### config.mk
export PLATFORM = sky130hd
export DESIGN_NAME = cache_axi_rd_arbiter
export DESIGN_NICKNAME = d
export VERILOG_FILES = /design/src/rtl/cache_axi_rd_arbiter.sv
export SDC_FILE = /design/constraint.sdc
export NUM_CORES = 1
export LEC_CHECK = 0
export ABC_AREA = 0
export CAP_MARGIN = 0
export CORE_AREA = 5 5 91 93
export CTS_BUF_LIST = sky130_fd_sc_hd__clkbuf_4 sky130_fd_sc_hd__clkbuf_8
export DETAILED_ROUTE_END_ITERATION = 7
export DIE_AREA = 0 0 96 98
export GPL_ROUTABILITY_DRIVEN = 0
export GPL_TIMING_DRIVEN = 0
export PLACE_DENSITY = 0.75
export SYNTH_ARGS = -nofsm -noshare
export SYNTH_HDL_FRONTEND = slang
export SYNTH_SLANG_ARGS = --single-unit
### constraint.sdc
create_clock -name clk -period 4.8 [get_ports clk]
set_input_delay 0.48 -clock clk [delete_from_list [all_inputs] [get_ports clk]]
set_output_delay 0.48 -clock clk [all_outputs]
set_load 0.005 [all_outputs]
### src/rtl/cache_axi_rd_arbiter.sv
// cache_axi_rd_arbiter: shares one AXI read channel between icache and dcache.
// One burst in flight; dcache reads wait while any dcache write is outstanding.
module cache_axi_rd_arbiter #(
    parameter logic [3:0]  ICACHE_ID = 4'd0,
    parameter logic [3:0]  DCACHE_ID = 4'd1,
    parameter int unsigned WR_CNT_W  = 4
) (
    input  logic        clk,
    input  logic        rst,

    input  logic [31:0] i_araddr,
    input  logic [7:0]  i_arlen,
    input  logic        i_arvalid,
    output logic        i_arready,
    output logic [31:0] i_rdata,
    output logic        i_rlast,
    output logic        i_rvalid,
    input  logic        i_rready,

    input  logic [31:0] d_araddr,
    input  logic [7:0]  d_arlen,
    input  logic        d_arvalid,
    output logic        d_arready,
    output logic [31:0] d_rdata,
    output logic        d_rlast,
    output logic        d_rvalid,
    input  logic        d_rready,

    output logic [3:0]  m_arid,
    output logic [31:0] m_araddr,
    output logic [7:0]  m_arlen,
    output logic        m_arvalid,
    input  logic        m_arready,
    input  logic [31:0] m_rdata,
    input  logic        m_rlast,
    input  logic        m_rvalid,
    output logic        m_rready,

    input  logic        m_awvalid,
    input  logic        m_awready,
    input  logic        m_bvalid,
    input  logic        m_bready
);

    typedef enum logic [1:0] {
        IDLE = 2'd0,
        AR   = 2'd1,
        DATA = 2'd2
    } state_t;

    typedef enum logic [1:0] {
        OWN_NONE = 2'd0,
        OWN_I    = 2'd1,
        OWN_D    = 2'd2
    } owner_t;

    state_t state, state_nxt;
    owner_t owner, owner_nxt;

    // 1: the most recent grant went to dcache, so icache wins the next tie
    logic last_d, last_d_nxt;

    logic [WR_CNT_W-1:0] wr_cnt;
    logic wr_inc, wr_dec;
    logic d_ok, grant_i, grant_d;
    logic in_ar, in_data;
    logic ar_i, ar_d, dt_i, dt_d;

    assign wr_inc = m_awvalid & m_awready;
    assign wr_dec = m_bvalid & m_bready;

    assign d_ok    = d_arvalid & (wr_cnt == '0);
    assign grant_d = (state == IDLE) & d_ok & (~i_arvalid | ~last_d);
    assign grant_i = (state == IDLE) & i_arvalid & ~grant_d;

    assign in_ar   = (state == AR);
    assign in_data = (state == DATA);
    assign ar_i    = in_ar & (owner == OWN_I);
    assign ar_d    = in_ar & (owner == OWN_D);
    assign dt_i    = in_data & (owner == OWN_I);
    assign dt_d    = in_data & (owner == OWN_D);

    always_ff @(posedge clk or negedge rst) begin
        if (!rst) begin
            state  <= IDLE;
            owner  <= OWN_NONE;
            last_d <= 1'b0;
        end else begin
            state  <= state_nxt;
            owner  <= owner_nxt;
            last_d <= last_d_nxt;
        end
    end

    always_comb begin
        state_nxt  = state;
        owner_nxt  = owner;
        last_d_nxt = last_d;
        unique case (state)
            IDLE: begin
                if (grant_d) begin
                    state_nxt  = AR;
                    owner_nxt  = OWN_D;
                    last_d_nxt = 1'b1;
                end else if (grant_i) begin
                    state_nxt  = AR;
                    owner_nxt  = OWN_I;
                    last_d_nxt = 1'b0;
                end
            end
            AR: begin
                if (m_arready) begin
                    state_nxt = DATA;
                end
            end
            DATA: begin
                if (m_rvalid & m_rready & m_rlast) begin
                    state_nxt = IDLE;
                    owner_nxt = OWN_NONE;
                end
            end
            default: begin
                state_nxt = IDLE;
                owner_nxt = OWN_NONE;
            end
        endcase
    end

    // Saturating counter; an illegal step is flagged by the assertion below
    always_ff @(posedge clk or negedge rst) begin
        if (!rst) begin
            wr_cnt <= '0;
        end else if (wr_inc & ~wr_dec & (wr_cnt != '1)) begin
            wr_cnt <= wr_cnt + 1'b1;
        end else if (wr_dec & ~wr_inc & (wr_cnt != '0)) begin
            wr_cnt <= wr_cnt - 1'b1;
        end
    end

    assign m_arvalid = in_ar;
    assign m_araddr  = ar_i ? i_araddr : (ar_d ? d_araddr : 32'd0);
    assign m_arlen   = ar_i ? i_arlen : (ar_d ? d_arlen : 8'd0);
    assign m_arid    = ar_i ? ICACHE_ID : (ar_d ? DCACHE_ID : 4'd0);
    assign i_arready = ar_i & m_arready;
    assign d_arready = ar_d & m_arready;

    assign m_rready = (dt_i & i_rready) | (dt_d & d_rready);

    assign i_rvalid = dt_i & m_rvalid;
    assign i_rlast  = dt_i & m_rlast;
    assign i_rdata  = dt_i ? m_rdata : 32'd0;
    assign d_rvalid = dt_d & m_rvalid;
    assign d_rlast  = dt_d & m_rlast;
    assign d_rdata  = dt_d ? m_rdata : 32'd0;

    wr_cnt_no_overflow: assert property (
        @(posedge clk) disable iff (!rst)
        !(wr_inc && !wr_dec && (wr_cnt == '1))
    );

    wr_cnt_no_underflow: assert property (
        @(posedge clk) disable iff (!rst)
        !(wr_dec && !wr_inc && (wr_cnt == '0))
    );

    owner_matches_state: assert property (
        @(posedge clk) disable iff (!rst)
        ((state == IDLE) == (owner == OWN_NONE))
    );

endmodule

### Yosys cells after proc, flatten, opt, wreduce, memory -nomap -nowiden

Index checks and enable logic that the tools add are counted.

| storage, ports and cells | value |
|---|---|
| output and inout bits | 116 |
| flip-flop bits (word level) | 9 |
| logic and storage cells | 74 |
| input bits | 125 |

| operators by class | value |
|---|---|
| multiplexer cells | 19 |
| add/subtract/negate cells | 2 |
| reduce and logical (&&, ||, !) cells | 8 |
| equality and inequality tests | 8 |
| bitwise operators | 33 |

Operators by type and width:

| kind | number |
|---|---|
| $mux 32 | 4 |
| $and 1x1->1 | 25 |
| $mux 8 | 2 |
| $pmux 2 s3 | 2 |
| $mux 2 | 5 |
| $mux 4 | 2 |
| $not 1->1 | 6 |
| $reduce_and 3->1 | 2 |
| $add 4x1->4 const B | 1 |
| $eq 2x1->1 const B | 2 |
| $eq 2x2->1 const B | 2 |
| $logic_not 4->1 | 1 |
| $mux 1 | 4 |
| $ne 4x4->1 const B | 1 |
| $reduce_bool 2->1 | 2 |
| $reduce_bool 4->1 | 1 |
| $sub 4x1->4 const B | 1 |
| $ne 3x3->1 const B | 1 |
| $logic_not 2->1 | 1 |
| $ne 2x1->1 const B | 1 |
| $ne 2x2->1 const B | 1 |
| $or 1x1->1 | 2 |
| $reduce_and 2->1 | 1 |

### Longest topological paths before layout

| depth | value |
|---|---|
| depth after elaboration | 9 |
| gate-level depth with buffers | 7 |

### Worst setup path before layout

Ideal clock, no wire load.

| path | value |
|---|---|
| kind | input to register |
| start | in m_bvalid |
| end | reg wr_cnt[3] |
| cell stages on the path | 7 |
| data arrival time | 1.805 ns |
| data required time | 4.721 ns |
| path slack | 2.916 ns |
| cells stage by stage | nand2_1 > nand4_1 > ha_1 > a21o_2 > a21oi_1 > mux2i_1 > xor2_1 |

| between the ends | value |
|---|---|
| longest elaborated chain between the ends | 5 |

Ends and longest elaborated chain:

| item | line | RTL |
|---|---|---|
| start, declared | 41 | `input logic m_bvalid,` |
| $and 1x1->1 (*) | 70 | `assign wr_dec = m_bvalid & m_bready;` |
| $not 1->1 | 133 | `end else if (wr_inc & ~wr_dec & (wr_cnt != '1)) begin` |
| $and 1x1->1 (2 in a row) | 133 |  |
| $mux 4 / $reduce_bool 2->1 (equally long branches) | - |  |
| end signal, assigned | 134 | `wr_cnt <= wr_cnt + 1'b1;` |
| end signal, assigned | 136 | `wr_cnt <= wr_cnt - 1'b1;` |
| end, declared | 63 | `logic [WR_CNT_W-1:0] wr_cnt;` |

Every way passes the cells marked *; elsewhere a longest branch is shown, timed or not.
A chain may end at the register's enable or synchronous reset.

### Final worst setup path

| path | value |
|---|---|
| start | reg state[0] |
| end | out d_rdata[10] |

| between the ends | value |
|---|---|
| longest elaborated chain between the ends | 3 |

Ends and longest elaborated chain:

| item | line | RTL |
|---|---|---|
| start, declared | 57 | `state_t state, state_nxt;` |
| start signal, assigned | 89 | `state <= state_nxt;` |
| $eq 2x2->1 | 77 | `assign in_data = (state == DATA);` |
| $and 1x1->1 | 81 | `assign dt_d = in_data & (owner == OWN_D);` |
| $mux 32 | 154 | `assign d_rdata = dt_d ? m_rdata : 32'd0;` |
| end, declared | 24 | `output logic [31:0] d_rdata,` |

No other way between the ends.

==> out/results.txt <==
Critical Path RT -> 4.32 ns
First-pass GRT wire length -> 12.75 mm
Distinct cell type count after synthesis -> 30
DRT iter0 DRCs -> 36
Worst Setup End Kind -> output port
Vias per inst -> 4.428
Worst Hold Class -> flop to flop
Fin nets -> 557
I/O pin count -> 241
Synth area leader -> and2_1
GR Util All Layers -> 17.13%
Overflow after GRT -> 0
P_leak -> 0.001559 uW
Worst slack at placement -> 2.187 ns
Vias in the first global route -> 2375
# rows -> 32
CTS Root Cell -> clkbuf_8
Post-synth EDFFs -> 0
TritonCTS buffer count -> 3
Worst Path Max Fanout -> 10
Setup TNS -> 0 ns
Worst Setup SP -> state[0]
Layout cells sized above 1 -> 4.206%
Mean Syn Cell Area -> 7.791 um^2
Die W -> 96 um
Setup violators final -> 0
Post-synth ARST share -> 100.0%
Antenna violations before repair -> 0
CTS tree -> done
Post-Syn Area -> 1441 um^2
Residual DRC -> 0
Placeable Area -> 7447 um^2
Post-synthesis sequential area ratio -> 15.63%
Finished Cell Area -> 3998 um^2
WL/cell -> 16.69 um
FMAX -> 355.0 MHz
Flops & latches, synth -> 9
Util after Layout -> 53.68%
HPWL after DPL -> 7.739 mm
Top post-synthesis cells by count -> 70 x and2_1, 40 x a22o_1, 9 x dfrtp_1
Detail Route Antenna Nets -> 0
Top_reg_cell synth -> dfrtp_1
Layout area overhead -> 177.3%
Worst VDD drop -> 194.8 uV
Top post-synthesis cells by area -> and2_1 30%, a22o_1 24%, dfrtp_1 16%, buf_2 2.8%, xor2_1 1.8%
Int Power -> 645.5 uW
Count of mapped cells out of synthesis -> 185
CP Launch Type -> flop
Worst skew pair latency -> 0.23 ns
Detailed-route via count -> 2347
Clock sinks -> 9
Launching point of the worst reg2reg path -> wr_cnt[1]
Die height -> 98 um
Post-CTS Setup Bufs -> 0
Power Density -> 253.2 nW/um^2
Critical path arrival -> 2.34 ns
Period utilization -> 58.68%
Fin Clk Skew -> 0.001451 ns
Htree depth -> 1
Top-count cell post-synth -> and2_1
Placed cell areas -> 3949 um^2
IO Port Bufs -> 237
Final hold vios -> 0
Reg clk slew, reported paths -> 0.04 ns
Max-Cap Viols -> 0
Clock Path Buffers -> 2
Minimum clock period -> 2.817 ns
RSZ-0062 raised after global routing -> false
Sequential Power Share -> 17.2%
Sw frac -> 36.22%
Initial Util -> 19.35%
Pre-antenna DRT Iters -> 4
Hold path start -> last_d
Die ar. -> 9408 um^2
Outcome -> complete, no violations
Post-CTS Hold Fix Bufs -> 0
Critical path type -> flop to output port
Final WS setup -> 1.983 ns
Post-cts gate resize count -> 0
Synth top area share -> 30.38%
Clock share of power -> 9.1%
N_diodes -> 0
Switching Power -> 366.7 uW
Ys Warns -> 0
Routed wire length -> 8.847 mm
Slew Viols, Final -> 0
Largest net degree at the start of global routing -> 11
Combinational share of power -> 73.7%
power groups by stage:
stage                     combinational (uW)  sequential (uW)  clock [uW]
after floorplan                          308              159           0
after global placement                   739              170           0
after detailed placement                 753              174           0
after CTS                                759              173        93.3
after global routing                     807              180        99.7
final                                    746              174        91.9
placed cells by master (no fill, tap or decap), drive strengths merged, types with 2 or more instances in the layout:
| cell type | Yosys | layout |
|---|---|---|
| dfrtp | 9 | 9 |
| a31oi | 2 | 2 |
| xor2 | 3 | 3 |
| clkbuf | 6 | 10 |
| o31ai | 2 | 2 |
| a21oi | 4 | 4 |
| nand3b | 2 | 2 |
| buf | 11 | 11 |
| nand4 | 3 | 3 |
| and2 | 70 | 70 |
| o21ai | 3 | 3 |
| clkdlybuf4s50 | 0 | 237 |
| nand2 | 6 | 6 |
| conb | 1 | 3 |
| mux2 | 2 | 2 |
| ha | 2 | 2 |
| nand2b | 4 | 4 |
| a22o | 40 | 40 |
| nor2 | 6 | 6 |
routing by layer:
layer	vias to the layer above	share of wire [%]	GRT usage (%)
li1	1152	-	-
met1	1053	35	18.69
met2	130	51	31.86
met3	12	12	5.008
met4	0	1.7	3.720
met5	-	0	0
flip-flops by register name, indices dropped and copies added (netlist names):
name    count
state       2
wr_cnt      4
last_d      1
owner       2
through the flow:
| stage | instances | power, uW | hold slack [ns] |
|---|---|---|---|
| 2_1_floorplan | 187 | 467.2 | 0.1844 |
| 3_3_place_gp | 526 | 908.8 | 0.4904 |
| 3_5_place_dp | 526 | 926.6 | 0.5146 |
| 4_1_cts | 530 | 1025 | 0.5181 |
| 5_1_grt | 530 | 1087 | 0.5526 |
| 6_report | 530 | 1012 | 0.5208 |
critical path, stage by stage, from the launching register on:
cell             delay [ns]
dfrtp_1                0.45
nand2b_1               0.23
nor2_1                 0.35
clkbuf_1               0.33
and2_1                 0.20
clkdlybuf4s50_1        0.54
cells by family (layout without fill, tap and decap cells):
kind of cell    after synthesis  in the layout  synth area share, %
other cells                   1              3               0.2602
compound gates               56             56                31.51
mux                           3              3                2.257
xor+xnor                      3              3                1.823
fa+ha+maj                     3              3                3.125
flops                         9              9                15.63
simple gates                 92             92                39.24
buf+inv                      18            259                6.163
cell type report:
cell class                      count  area [um^2]
Inverter                            1        3.754
Clock buffer                        4        48.80
Multi-Input combinational cell    160         1135
Timing Repair Buffer              237         2372
Tap cell                          102        127.6
Fill cell                         713         3450
Sequential cell                     9        225.2
Buffer                             17        85.08
worst paths after layout:
kind,slack (ns),cells after the start,end
max in group asynchronous,3.97,1,wr_cnt[2]
min in group asynchronous,0.55,1,owner[0]
worst min-delay path,0.52,1,last_d
worst min register to register,0.52,1,last_d
worst max register to register,2.74,7,wr_cnt[3]
worst max-delay path,1.98,5,d_rdata[10]
No activity file was read; power rests on OpenSTA's default activity.
